<file path="src/rtl/rotary_ctrl.sv">
// rotary_ctrl: front-panel rotary encoder controller.
// Samples A/B/switch on a prescaled tick, debounces each input, decodes full
// quadrature detents into CW/CCW events, and keeps a bounded value register.
// Events leave through a single-entry valid/ready port with a sticky overflow flag.
// Optional build macro: ROTARY_CTRL_SYNC_EN adds 2-flop input synchronizers.
module rotary_ctrl #(
  parameter int WIDTH       = 8,
  parameter int SAMPLE_DIV  = 1000,
  parameter int DEB_SAMPLES = 4
) (
  input  logic             clk,
  input  logic             rstn,
  input  logic             enc_a,
  input  logic             enc_b,
  input  logic             enc_sw,
  input  logic [WIDTH-1:0] cfg_min,
  input  logic [WIDTH-1:0] cfg_max,
  input  logic [WIDTH-1:0] cfg_step,
  input  logic             cfg_wrap,
  input  logic             cfg_load,
  input  logic [WIDTH-1:0] cfg_load_val,
  output logic [WIDTH-1:0] value,
  output logic             evt_valid,
  input  logic             evt_ready,
  output logic [1:0]       evt_code,
  output logic             evt_ovf
);

  localparam int PW = $clog2(SAMPLE_DIV);
  localparam int RW = $clog2(DEB_SAMPLES + 1);

  // State encoding equals the stable {A,B} level it represents.
  typedef enum logic [1:0] {
    S00 = 2'b00,
    S01 = 2'b01,
    S10 = 2'b10,
    S11 = 2'b11
  } qstate_t;

  logic [2:0] raw;  // {a, b, sw}

`ifdef ROTARY_CTRL_SYNC_EN
  logic [2:0] sync1, sync2;

  // Two-stage synchronizer for the asynchronous panel inputs.
  always_ff @(posedge clk) begin
    if (!rstn) begin
      sync1 <= 3'b110;
      sync2 <= 3'b110;
    end else begin
      sync1 <= {enc_a, enc_b, enc_sw};
      sync2 <= sync1;
    end
  end
  assign raw = sync2;
`else
  assign raw = {enc_a, enc_b, enc_sw};
`endif

  logic [PW-1:0] pcnt;
  logic          tick;
  logic [2:0]    cand, cand_n, stab, stab_n;
  logic [RW-1:0] run   [3];
  logic [RW-1:0] run_n [3];
  qstate_t       qs;
  logic [2:0]    sub;
  logic [3:0]    sub_nx;
  logic [1:0]    ab_n, cw_ab, ccw_ab;
  logic          step_cw, step_ccw, jump;
  logic          det_cw, det_ccw, sw_rise, sw_fall;
  logic [WIDTH:0]   v_inc, min_step;
  logic [WIDTH-1:0] cw_val, ccw_val, load_clamped;
  logic             cfg_bad;
  logic             new_evt, sw_drop, can_load;
  logic [1:0]       new_code;

  assign tick = (pcnt == PW'(SAMPLE_DIV - 1));

  // Debounce: per-input candidate level and saturating run length on each tick.
  always_comb begin
    cand_n = cand;
    stab_n = stab;
    for (int unsigned i = 0; i < 3; i++) begin
      run_n[i] = run[i];
      if (tick) begin
        if (raw[i] == cand[i]) begin
          if (run[i] != RW'(DEB_SAMPLES)) run_n[i] = run[i] + RW'(1);
        end else begin
          cand_n[i] = raw[i];
          run_n[i]  = RW'(1);
        end
        if (run_n[i] == RW'(DEB_SAMPLES)) stab_n[i] = cand_n[i];
      end
    end
  end

  // Quadrature step classification against the new stable level.
  always_comb begin
    ab_n = stab_n[2:1];
    case (qs)
      S11:     begin cw_ab = 2'b01; ccw_ab = 2'b10; end
      S01:     begin cw_ab = 2'b00; ccw_ab = 2'b11; end
      S00:     begin cw_ab = 2'b10; ccw_ab = 2'b01; end
      default: begin cw_ab = 2'b11; ccw_ab = 2'b00; end
    endcase
    step_cw  = 1'b0;
    step_ccw = 1'b0;
    jump     = 1'b0;
    if (ab_n != 2'(qs)) begin
      if (ab_n == cw_ab)       step_cw  = 1'b1;
      else if (ab_n == ccw_ab) step_ccw = 1'b1;
      else                     jump     = 1'b1;
    end
    // Sub-count is evaluated one bit wider so that +4/-4 are distinguishable.
    sub_nx  = {sub[2], sub} + (step_cw ? 4'b0001 : (step_ccw ? 4'b1111 : 4'b0000));
    det_cw  = step_cw  && (ab_n == 2'b11) && (sub_nx == 4'b0100);
    det_ccw = step_ccw && (ab_n == 2'b11) && (sub_nx == 4'b1100);
    sw_rise = stab_n[0] & ~stab[0];
    sw_fall = ~stab_n[0] & stab[0];
  end

  // Bounded value arithmetic and event selection.
  always_comb begin
    v_inc    = {1'b0, value} + {1'b0, cfg_step};
    min_step = {1'b0, cfg_min} + {1'b0, cfg_step};
    if (v_inc > {1'b0, cfg_max}) cw_val = cfg_wrap ? cfg_min : cfg_max;
    else                         cw_val = v_inc[WIDTH-1:0];
    if ({1'b0, value} < min_step) ccw_val = cfg_wrap ? cfg_max : cfg_min;
    else                          ccw_val = value - cfg_step;
    if (cfg_load_val < cfg_min)      load_clamped = cfg_min;
    else if (cfg_load_val > cfg_max) load_clamped = cfg_max;
    else                             load_clamped = cfg_load_val;
    cfg_bad  = cfg_min > cfg_max;
    new_evt  = det_cw | det_ccw | sw_rise | sw_fall;
    sw_drop  = (det_cw | det_ccw) & (sw_rise | sw_fall);
    if (det_cw)       new_code = 2'b00;
    else if (det_ccw) new_code = 2'b01;
    else if (sw_rise) new_code = 2'b10;
    else              new_code = 2'b11;
    can_load = ~evt_valid | evt_ready;
  end

  // Prescaler, debounce state, quadrature FSM, value and event registers.
  always_ff @(posedge clk) begin
    if (!rstn) begin
      pcnt      <= '0;
      cand      <= 3'b110;
      stab      <= 3'b110;
      for (int unsigned i = 0; i < 3; i++) run[i] <= '0;
      qs        <= S11;
      sub       <= '0;
      value     <= '0;
      evt_valid <= 1'b0;
      evt_code  <= 2'b00;
      evt_ovf   <= 1'b0;
    end else begin
      pcnt <= tick ? '0 : pcnt + PW'(1);
      cand <= cand_n;
      stab <= stab_n;
      for (int unsigned i = 0; i < 3; i++) run[i] <= run_n[i];

      if (jump) begin
        qs  <= qstate_t'(ab_n);
        sub <= '0;
      end else if (step_cw || step_ccw) begin
        qs  <= qstate_t'(ab_n);
        sub <= (ab_n == 2'b11) ? 3'b000 : sub_nx[2:0];
      end

      if (cfg_load)                 value <= load_clamped;
      else if (det_cw && !cfg_bad)  value <= cw_val;
      else if (det_ccw && !cfg_bad) value <= ccw_val;

      if (new_evt && can_load) begin
        evt_valid <= 1'b1;
        evt_code  <= new_code;
      end else if (evt_valid && evt_ready) begin
        evt_valid <= 1'b0;
      end

      if (cfg_load)                               evt_ovf <= 1'b0;
      else if (sw_drop || (new_evt && !can_load)) evt_ovf <= 1'b1;
    end
  end

endmodule

</file>
<file path="config.mk">
export PLATFORM = sky130hd
export DESIGN_NAME = rotary_ctrl
export DESIGN_NICKNAME = d
export VERILOG_FILES = /design/src/rtl/rotary_ctrl.sv
export SDC_FILE = /design/constraint.sdc
export NUM_CORES = 1
export LEC_CHECK = 0
export ABC_AREA = 1
export BUFFER_PORTS_ARGS = -buffer_cell sky130_fd_sc_hd__buf_2
export CORE_MARGIN = 2
export CORE_UTILIZATION = 40
export DETAILED_ROUTE_END_ITERATION = 6
export SLEW_MARGIN = 20
export SYNTH_ARGS = -nofsm -noshare
export SYNTH_HDL_FRONTEND = slang
export SYNTH_SLANG_ARGS = --single-unit
</file>
<file path="constraint.sdc">
create_clock -name clk -period 10.1 [get_ports clk]
set_input_delay 1.515 -clock clk [delete_from_list [all_inputs] [get_ports clk]]
set_output_delay 1.515 -clock clk [all_outputs]
set_load 0.02 [all_outputs]
</file>
-- Word level (Yosys, flattened, before mapping)
Memory sizes are Yosys's and may differ from the RTL's.
Index checks and enable logic that the tools add are counted.
- bits in registers: 33
- RAM bits: 9
- output and inout port bits: 12
- memories kept: 1
- memory list (name ; depth ; bits a word ; read ports ; clocked after memory_dff ; wr ports ; RTL line ; source):
    run ; 3 ; 3 ; 3 ; 0 ; 3 ; 63 ; logic [RW-1:0] run [3];
- $add $sub $neg: 8
- $lt $le $gt $ge: 5
- equality and inequality tests: 18
- mux-type cells: 55
- bitwise operators: 15
- reduce and logical (&&, ||, !) cells: 20
- operator list (kind ; count):
    $mux W8 ; 9
    $mux W3 ; 16
    $mux W1 ; 22
    $add A8 B8 Y9 ; 2
    $gt A8 B8 Y1 ; 2
    $pmux W2 S3 ; 2
    $add A10 B1 Y10 const B ; 1
    $eq A10 B10 Y1 const B ; 1
    $add A3 B1 Y3 const B ; 3
    $eq A3 B3 Y1 const B ; 3
    $gt A9 B8 Y1 ; 1
    $logic_and A1 B1 Y1 ; 9
    $lt A8 B9 Y1 ; 1
    $ne A3 B3 Y1 const B ; 3
    $lt A8 B8 Y1 ; 1
    $mux W2 ; 4
    $mux W4 ; 2
    $or A1 B1 Y1 ; 8
    $sub A8 B8 Y8 ; 1
    $reduce_or A2 Y1 ; 3
    $add A4 B4 Y4 ; 1
    $eq A2 B2 Y1 ; 2
    $eq A2 B2 Y1 const B ; 2
    $eq A4 B3 Y1 const B ; 1
    11 further kinds ; 21

-- Depth between registers and ports, before layout
Gate-level depths: netlist (run 1).
An unclocked memory read counts as a cell.
- word-level depth: 22
- mapped depth: 29
- depth with buffers taken out: 29

-- Worst setup path after synthesis (run 1)
No wires, ideal clock.
- path kind: input -> register
- start point: input enc_a
- end point: register value[7]
- setup time: 115 ps
- arrival: 4515 ps
- data required time: 9985 ps
- path slack: 5470 ps
- cell stages on the path: 24
- path buffers: 1
- cells stage by stage: ha_1 nand3_1 nor2_1 nand3_2 nand2_4 nand2_1 nand2_2 nand2_2 nand2_1 ha_1 inv_1 fa_1 inv_1 nor3_1 inv_1 nor2_1 nand2_2 inv_2 nand3_4 nand3_4 buf_6 o21ai_2 nor2_1 nor2_1
- word-level cells in the longest chain between the ends: 18
- ends and longest elaborated chain (item ; RTL line ; source):
    start, declared ; 13 ; input logic enc_a,
    $eq A1 B1 Y1 ; 86 ; if (raw[i] == cand[i]) begin
    $mux W3 ; 86 ;
    $mux W3 ; 85 ; if (tick) begin
    $eq A3 B3 Y1 ; 92 ; if (run_n[i] == RW'(DEB_SAMPLES)) stab_n[i] = cand_n[i];
    $mux W1 * ; 92 ;
    $mux W1 * ; 85 ;
    $eq A2 B2 Y1 ; 111 ; else if (ab_n == ccw_ab) step_ccw = 1'b1;
    $mux W1 ; 111 ;
    $mux W1 ; 110 ; if (ab_n == cw_ab) step_cw = 1'b1;
    $mux W1 ; 109 ; if (ab_n != 2'(qs)) begin
    $mux W4 (2 in series) ; 115 ; sub_nx = {sub[2], sub} + (step_cw ? 4'b0001 : (step_ccw ? 4'b1111 : 4'b0000));
    $add A4 B4 Y4 ; 115 ;
    $eq A4 B3 Y1 ; 116 ; det_cw = step_cw && (ab_n == 2'b11) && (sub_nx == 4'b0100);
    $logic_and A1 B1 Y1 ; 116 ;
    $logic_and A1 B1 Y1 ; 171 ; else if (det_cw && !cfg_bad) value <= cw_val;
    $mux W8 ; 171 ;
    $mux W8 ; 170 ; if (cfg_load) value <= load_clamped;
    end signal, assigned ; 170 ;
    end signal, assigned ; 171 ;
    end signal, assigned ; 172 ; else if (det_ccw && !cfg_bad) value <= ccw_val;
    end, declared ; 22 ; output logic [WIDTH-1:0] value,
Mark *: on every way between the ends. The rest lies on a longest branch, timed or not. The select of a mux whose other input is x is not followed.
A chain may end at the register's enable or synchronous reset.

-- Final worst setup path (run 1)
Same ends and word-level chain as after synthesis.

==> results of run 1 <==
## per-stage QoR
| step | setup slack (ns) | hold slack [ns] | std cells | util (%) | area (µm²) |
|---|---|---|---|---|---|
| detailed placement | 5.08 | 0.444 | 910 | 43.7 | 5190 |
| CTS | 5.38 | 0.451 | 918 | 45.0 | 5340 |
| global route | 4.96 | 0.473 | 918 | 45.0 | 5340 |
| global placement | 5.21 | 0.429 | 910 | 43.7 | 5190 |
| finish | 5.39 | 0.448 | 918 | 45.0 | 5340 |
| floorplan | 5.47 | 0.418 | 728 | - | 4820 |
## layer usage
layer / up-vias / wire, µm
li1: 2480 / -
met1: 2118 / 5520
met2: 87 / 5660
met3: 15 / 487
met4: 0 / 235
met5: - / 0
## Yosys cell counts, drive strengths merged
library cell / number
nand3b: 1
o22ai: 4
a21boi: 2
buf: 1
xor2: 14
a21o: 2
nand3: 56
or3: 1
inv: 103
nor3b: 3
or2: 3
o21ai: 38
clkbuf: 15
xnor2: 6
dfxtp: 42
o21a: 3
a21oi: 50
ha: 79
fa: 4
and2: 1
o2111ai: 1
o211ai: 14
nor2: 67
nand2: 187
nor3: 7
o21bai: 3
nand4: 16
a31oi: 2
a211oi: 3
## power groups by stage
stage               clock (mW)  combinational (mW)  sequential [mW]
finish                   0.158               0.219            0.176
global route             0.172               0.251            0.177
global placement             0               0.216            0.180
floorplan                    0               0.155            0.181
detailed placement           0               0.217            0.180
CTS                      0.162               0.218            0.176
## worst max path at each step
| stage | from | depth (start not counted) | endpoint | slack, ns |
|---|---|---|---|---|
| final | enc_a | 24 | value[7] | 5.39 |
| after global routing | enc_a | 25 | value[1] | 4.96 |
| after CTS | enc_a | 24 | value[7] | 5.38 |
| after detailed placement | enc_a | 24 | value[7] | 5.08 |
| after global placement | enc_b | 24 | value[7] | 5.21 |
| after floorplan | enc_a | 24 | value[7] | 5.47 |
## cells by family (layout without fill, tap and decap cells)
group / count (synthesis) / after routing
buffers and inverters: 119 / 162
xor gates and xnor gates: 20 / 20
AOI/OAI and AO/OA: 122 / 122
DFF: 42 / 42
and+or+nand+nor: 342 / 342
adders and majority gates: 83 / 83
## registers in the layout, summed over array words and instances (netlist names)
signal and cells:
run 9, qs 2, pcnt 10, stab 3, cand 3, evt_ovf 1
evt_code 2, sub 3, value 8, evt_valid 1
## worst max-delay path, cell delays in order
cell     delay [ns]
buf_2          0.11
ha_1           0.31
nand3_1        0.10
nor2_1         0.18
nand3_2        0.17
nand2_4        0.14
nand2_1        0.07
nand2_2        0.09
nand2_2        0.09
nand2_1        0.14
ha_1           0.18
inv_1          0.05
fa_1           0.47
inv_1          0.05
nor3_1         0.24
inv_1          0.06
nor2_1         0.11
nand2_2        0.09
inv_2          0.09
nand3_4        0.14
nand3_4        0.21
o21ai_2        0.07
nor2_1         0.13
nor2_1         0.05
## cell usage in the layout, fill, tap and decap left out, types with 2 or more instances in the layout
master	Yosys	routed
ha_1	79	79
o211ai_1	14	14
xor2_1	14	14
buf_2	0	51
or2_2	2	2
nor3_1	6	6
nand3_1	50	50
nor2_4	5	5
clkbuf_16	0	5
nand2_1	177	177
inv_1	99	99
o22ai_1	4	4
dfxtp_1	42	42
nor2_2	5	5
nor2_1	57	57
nand3_4	3	3
o21ai_0	35	35
o21ai_1	2	2
nand2_4	3	3
nand4_1	16	16
o21a_1	3	3
a31oi_1	2	2
o21bai_1	3	3
fa_1	4	4
nand3_2	3	3
xnor2_1	6	6
inv_2	4	4
nand2_2	7	7
a21o_1	2	2
a211oi_1	3	3
nor3b_1	3	3
a21boi_0	2	2
a21oi_1	50	50
## layout make-up
class / instances / area (µm²)
clock buffers: 7 / 143
clock inverters: 1 / 5.00
fillers: 1257 / 6530
inverters: 103 / 387
multi-input cells: 567 / 3520
flip-flops and latches: 42 / 841
well taps: 147 / 184
repair buffers: 51 / 255
==> out/results.tsv, run 1 <==
metric	value	unit
cts_tree	done	
rsz0062_at_grt	false	
r2r_start	pcnt[0]	
endpoint_kind	flop	
maxSlewViolCount	0	
start_util	40.6	%
r2r_end	value[7]	
netlist_area	0.00482	mm²
power_density	104	mW/mm²
clockBufferDepth	2	
yosys.area_share.simple	32.9	%
synth-seq-cells	42	
clkPwrFrac	28.5	%
drcViolationCount	0	
io_buffer_count	51	
viasPerCell	5.12	
yosysWarnings	0	
drtIter0Drc	382	
synth_area_leader_cell	ha_1	
synth_top_family_by_area	simple AND/OR/NAND/NOR gates	
clock_latency	0.28	ns
p_total	0.554	mW
fin_crit_sh	46.7	%
yosysTopAreaCellShare	20.5	%
gp_congestion	0.908	
hold_viol	0	
num_rows	40	
comb_power_share	39.6	%
die_w	114	µm
p_int	0.347	mW
min_from	pcnt[0]	
fin_crit	4.71	ns
syn_to_final_growth	10.8	%
hold_path_class	flop to flop	
fin_setup_tns	0	ns
dieArea	0.0129	mm²
syn_avg_cell_area	6.62	µm²
critical_path_class	input port to flop	
synth-xor-area-share	3.64	%
routed_wl	11900	µm
leakage	2.79	nW
critPathArrivalTime	4.88	ns
grt_use_met2	33.1	%
grt_pass1_wl	19900	µm
die_y	114	µm
vias	4700	
dp_hpwl	10100	µm
synth_cell_type_count	40	
first_global_vias	4285	
critPathRequiredTime	10.27	ns
clock-sinks	42	
status	finished, final reports clean	
cts-resized-gates	0	
p_seq_share	31.9	%
postSynthNetCount	851	
fmax	212	MHz
root_buffer	clkbuf_16	
synth_seq_area_share	17.5	%
grt_overflow	0	
busiest_layer	met2	
grt_max_degree	33	
diodes	0	
syn_inst	728	
fp.coreArea	0.0119	mm²
synth_compound_area_share	14.4	%
cts_max_level	2	
maxCapViolCount	0	
clkTransAtPathRegs	0.06	ns
worstPathMaxFanout	16	
reg2regPathDepth	25	
p_sw_share	37.3	%
tightestPinTransition	0.650	ns
p_switching	0.206	mW
nets	893	
vdd_drop_max	67.5	µV
grtUsageMet3	1.86	%
yosys.area_share.adder	22.2	%
min_path_cells	1	
startpoint_type	input port	
routedWlPerCell	13.0	µm
drive_gt1_share	11.9	%
finalSetupViolCount	0	
rrSetupSlack	6.16	ns
drt_pass1_iterations	5	
synthTopCellsByArea	ha_1 21%, dfxtp_1 17%, nand2_1 14%, inv_1 7.7%, a21oi_1 5.2%	
track_usage	18.7	%
postCtsHoldBufs	0	
synth.area.mux_share	0	%
cts_buffers	5	
drtAntennaViolNets	0	
slew_headroom	56.7	%
ios	52	
finClkSkew	0.00266	ns
cts_setup_buffers	0	
grt_util_met1	24.5	%
antenna_found_initial	0	
hold_path_end	pcnt[0]	
Note: power is estimated with default switching activity, not from simulation.
==> run 2, diff against run 1 <==
- clock period: 10.1 -> 3.75 ns (I/O delays scaled with it)
==> run 2 against run 1 <==
Die area is the same. Sequential power increased to 2.7 times the previous value. Routed wire length rose by 9.0%. Core utilization increased by 3.4 points. Critical path depth up 5. Clock skew up 0.0018 ns. Clock power grew to 2.7 times the previous value. First-iteration DRC count is 47% lower. Largest power group unchanged.
==> out/results.tsv, run 2 (synthesis results as in run 1) <==
metric	value	unit
diodes	0	
layout_commonest_cell	nand2_1	
dp_slack	-0.100	ns
dp_hpwl	10400	µm
grt_overflow	0	
clkPwrFrac	28.3	%
endpoint_kind	flop	
nets	920	
placed_cells	930	
grt_max_degree	33	
fp.coreArea	0.0119	mm²
p_int	0.942	mW
largest_register	pcnt	
cts_max_level	2	
slew_headroom	54.3	%
antenna_found_initial	0	
routedWlPerCell	13.7	µm
num_rows	40	
maxSlewViolCount	0	
clkTransAtPathRegs	0.06	ns
fin_crit_sh	95.5	%
finalSetupViolCount	0	
rsz0062_at_grt	true	
clock-sinks	42	
cts_buffers	5	
p_switching	0.590	mW
cts_tree	done	
fillers	1226	
drcViolationCount	0	
vias	4836	
finClkSkew	0.00442	ns
postCtsHoldBufs	0	
vdd_drop_max	160	µV
r2r_end	value[3]	
clockBufferDepth	2	
die_w	114	µm
io_buffer_count	51	
routed_wl	13000	µm
power_density	267	mW/mm²
grt_pass1_wl	21100	µm
hold_path_end	pcnt[0]	
finalWorstSetupSlack	0.170	ns
drtAntennaViolNets	0	
fin_crit	3.58	ns
leakage	2.94	nW
start_util	40.6	%
hold_viol	0	
rrSetupSlack	0.17	ns
final_area	0.00574	mm²
startpoint_type	flop	
critical_path_class	flop to flop	
critPathMostFrequentCell	nand2_1	
gp_congestion	0.942	
min_from	pcnt[0]	
tightestPinTransition	0.686	ns
critPathArrivalTime	3.77	ns
post_dp_cell_area	0.00535	mm²
root_buffer	clkbuf_16	
clock_latency	0.28	ns
viasPerCell	5.12	
comb_power_share	40.8	%
drtIter0Drc	203	
worstPathMaxFanout	5	
die_y	114	µm
r2r_start	run[0][3]	
status	finished, final reports clean	
dieArea	0.0129	mm²
first_global_vias	4660	
min_path_cells	1	
ios	52	
track_usage	19.7	%
slowest_delay	0.53	ns
largest_reg_flops	10	
critPathRequiredTime	3.94	ns
p_sw_share	38.5	%
maxCapViolCount	0	
worst_hold_slack	0.439	ns
fmax	279	MHz
critPathSlowestCell	fa_2	
fin_setup_tns	0	ns
hold_path_class	flop to flop	
drt_pass1_iterations	5	
p_seq_share	30.9	%
drive_gt1_share	19.7	%
reg_top3	pcnt (10), run (9), value (8)	
reg2regPathDepth	29	
stdcell_count	945	
syn_to_final_growth	19.1	%
layout_common_cells	173 x nand2_1, 93 x inv_1, 72 x ha_1, 54 x nor2_1, 51 x buf_2	
run 2: how the worst max path moves through the flow:
stage / from / cells after the start / endpoint
2_1_floorplan: enc_a / 24 / value[7]
3_3_place_gp: enc_a / 24 / value[7]
3_5_place_dp: enc_b / 27 / value[0]
4_1_cts: run[0][6] / 28 / value[0]
5_1_grt: run[0][3] / 29 / value[3]
6_report: run[0][3] / 29 / value[3]
run 2: layout make-up:
| class | instances | area, µm² | area share, % |
|---|---|---|---|
| clock buffer | 5 | 125 | 2.18 |
| clock inverter | 3 | 25.0 | 0.436 |
| inverter | 103 | 387 | 6.74 |
| multi-input combinational | 567 | 3680 | 64.1 |
| sequential | 42 | 851 | 14.8 |
| tap | 147 | 184 | 3.21 |
| timing repair buffer | 78 | 488 | 8.50 |
run 2: worst max-delay path: cells and delay by family (launching register included):
family	cells	cell delay [ns]
adder cells (fa/ha/maj)	3	0.92
buffers and inverters	7	0.50
flip-flops	1	0.34
AND/OR/NAND/NOR	19	1.69
run 2: per-layer routing:
metal	GRT usage (%)	part of all wire, %	vias to the layer above
met1	25.0	46	2199
met5	0	0	-
met2	36.2	50	87
li1	-	-	2536
met4	4.72	1.3	0
met3	1.49	2.8	14
run 2: what timing repair did:
item,CTS,global route
buffers inserted,0,6
setup endpoints to repair,0,12
gates resized for setup,0,45
run 2: power by group through the flow:
stage               registers [mW]  clock network [mW]  logic (mW)
floorplan                    0.488                   0       0.417
global placement             0.483                   0       0.604
detailed placement           0.483                   0       0.611
CTS                          0.473               0.448       0.614
global route                 0.475               0.464       0.713
finish                       0.474               0.433       0.626
run 2: metrics by stage:
step                      power (mW)  utilization, %
after CTS                       1.54            46.4
after floorplan                0.905               -
final                           1.53            48.4
after detailed placement        1.09            45.1
after global routing            1.65            48.4
after global placement          1.09            45.1
==> run 3, diff against run 2 <==
- ABC_AREA: 1 -> not set
- CAP_MARGIN: not set -> 20
- GPL_ROUTABILITY_DRIVEN: not set -> 0
==> run 3 against run 2 <==
Critical endpoint is now value[0]. Clock-buffer cell count stayed put. Power is 2.8% higher. Hold slack improved by 0.035 ns. Critical path type unchanged. The run now ends with setup timing left. Via count is 4.4% lower. Worst setup slack lost 0.65 ns.
==> out/results.tsv, run 3 <==
metric	value	unit
status	finished with violations	
violations	setup timing	
power_density	259	mW/mm²
layout_common_cells	84 x buf_4, 75 x ha_1, 51 x buf_2, 50 x inv_1, 46 x nand2_1	
nets	826	
syn_avg_cell_area	8.18	µm²
vias	4623	
hold_path_class	flop to flop	
drt_pass1_iterations	5	
p_switching	0.563	mW
netlist_area	0.00473	mm²
yosysWarnings	0	
finClkSkew	0.00306	ns
fmax	236	MHz
dieArea	0.0127	mm²
track_usage	21.1	%
critPathRequiredTime	3.94	ns
routedWlPerCell	15.7	µm
die_w	113	µm
maxSlewViolCount	0	
p_sw_share	35.7	%
fin_setup_tns	-4.10	ns
synth_cell_type_count	65	
viasPerCell	5.46	
synth.area.mux_share	7.70	%
clkTransAtPathRegs	0.07	ns
grt_overflow	0	
critPathArrivalTime	4.42	ns
tightestPinTransition	0.698	ns
cts_buffers	5	
syn_to_final_growth	28.7	%
postCtsHoldBufs	0	
reg_top3	pcnt (10), run (9), value (8)	
fillers	1048	
clock-sinks	42	
p_seq_share	29.9	%
finalWorstSetupSlack	-0.480	ns
fin_crit	4.23	ns
drive_gt1_share	28.8	%
yosys.area_share.simple	20.0	%
post_dp_cell_area	0.00575	mm²
die_y	113	µm
fin_crit_sh	113	%
largest_register	pcnt	
p_int	1.01	mW
final_area	0.00609	mm²
syn_inst	578	
endpoint_kind	flop	
drtIter0Drc	230	
routed_wl	13300	µm
synth_edf_count	0	
synth_top_family_by_area	adder cells	
cts_max_level	2	
rsz0062_at_grt	true	
clock_latency	0.29	ns
critical_path_class	flop to flop	
dp_hpwl	10700	µm
synth_common_cells	79 x ha_1, 51 x inv_1, 46 x nand2_1, 42 x dfxtp_1, 41 x nor2_1	
layout_commonest_cell	buf_4	
io_buffer_count	51	
antenna_found_initial	0	
slew_headroom	53.1	%
drcViolationCount	0	
drtAntennaViolNets	0	
synth_most_common_cell	ha_1	
finalSetupViolCount	12	
grt_max_degree	30	
maxCapViolCount	0	
synthTopCellsByArea	ha_1 21%, dfxtp_1 18%, mux2i_1 5.7%, inv_1 4.0%, nand2_1 3.6%	
yosysTopAreaCellShare	20.9	%
grt_pass1_wl	22000	µm
leakage	2.92	nW
diodes	0	
synth_seq_area_share	17.8	%
comb_power_share	41.4	%
synth_flop_cell	dfxtp_1	
startpoint_type	flop	
clkPwrFrac	28.7	%
synth_compound_area_share	20.8	%
worst_hold_slack	0.475	ns
cts_tree	done	
start_util	41.3	%
yosys.area_share.adder	22.6	%
largest_reg_flops	10	
synth-xor-area-share	5.53	%
async_flop_share	0	%
worstPathMaxFanout	4	
hold_viol	0	
vdd_drop_max	180	µV
fp.coreArea	0.0115	mm²
num_rows	39	
synth-seq-cells	42	
clockBufferDepth	2	
ios	52	
postSynthNetCount	701	
synth_area_leader_cell	ha_1	
root_buffer	clkbuf_16	
first_global_vias	4610	
[run 3: changes by cell type in the layout (fill, tap and decap cells not counted), moves of 15 or more]
cell and delta:
nor2_1 -15, inv_1 -43, a21oi_1 -19, buf_4 +59, nand2_1 -127, nand3_1 -31, mux2i_1 +25
[run 3: path summary, 6_finish.rpt]
path              from         to  depth (start not counted)  slack [ns]
max            pcnt[1]   value[0]                         16       -0.48
min          run[0][7]  run[0][7]                          2        0.47
max reg2reg    pcnt[1]   value[0]                         16       -0.48
min reg2reg  run[0][7]  run[0][7]                          2        0.47
[run 3: cells by family (layout without fill, tap and decap cells)]
| kind of cell | after synthesis | count (layout) |
|---|---|---|
| buf+inv | 70 | 196 |
| compound gates | 142 | 142 |
| mux | 35 | 35 |
| xor+xnor | 29 | 29 |
| simple gates | 177 | 177 |
| flops | 42 | 42 |
| fa+ha+maj | 83 | 83 |
[run 3: critical path: stages (launching register included)]
cell,delay (ns)
dfxtp_2,0.35
ha_4,0.13
nand4_1,0.10
or4_4,0.54
o41ai_4,0.33
and2_4,0.24
xnor2_4,0.13
xor2_2,0.19
ha_2,0.22
inv_2,0.04
fa_2,0.42
xor2_4,0.18
nor3b_4,0.30
nand4bb_4,0.16
mux2_4,0.31
o221a_1,0.22
o41ai_2,0.27
[run 3: repair_timing]
item / CTS / global route
resized for setup: 10 / 18
pin swaps: 7 / 10
endpoints found under the setup margin: 12 / 12
buffers inserted: 6 / 3
[run 3: routing by layer]
layer / wire length, µm / share of wire [%] / up-vias / GRT usage [%]
met1: 5960 / 45 / 2172 / 26.9
met4: 290 / 2.2 / 0 / 5.61
met5: 0 / 0 / - / 0
met3: 443 / 3.3 / 25 / 2.79
li1: - / - / 2329 / -
met2: 6590 / 50 / 97 / 37.6
[run 3: area by class of cell]
class,count,area [µm²],area share [%]
clock buffers,5,125,2.05
clock inverters,3,25.0,0.411
inverters,51,191,3.14
multi-input cells,466,3810,62.6
flip-flops and latches,42,848,13.9
well taps,143,179,2.94
repair buffers,137,912,15.0
[run 3: power by group through the flow]
stage,registers [mW],clock network [mW],logic (mW)
final,0.471,0.452,0.652
after global routing,0.472,0.486,0.726
after CTS,0.471,0.461,0.642
after detailed placement,0.481,0,0.638
after global placement,0.480,0,0.620
after floorplan,0.491,0,0.394
[run 3: per-stage QoR]
| step | power, mW | utilization, % | setup WS (ns) | instances |
|---|---|---|---|---|
| 2_1_floorplan | 0.885 | - | -0.677 | 578 |
| 3_3_place_gp | 1.10 | 50.2 | -0.493 | 832 |
| 3_5_place_dp | 1.12 | 50.2 | -0.627 | 832 |
| 4_1_cts | 1.57 | 52.1 | -0.432 | 845 |
| 5_1_grt | 1.68 | 53.1 | -0.682 | 847 |
| 6_report | 1.58 | 53.1 | -0.480 | 847 |
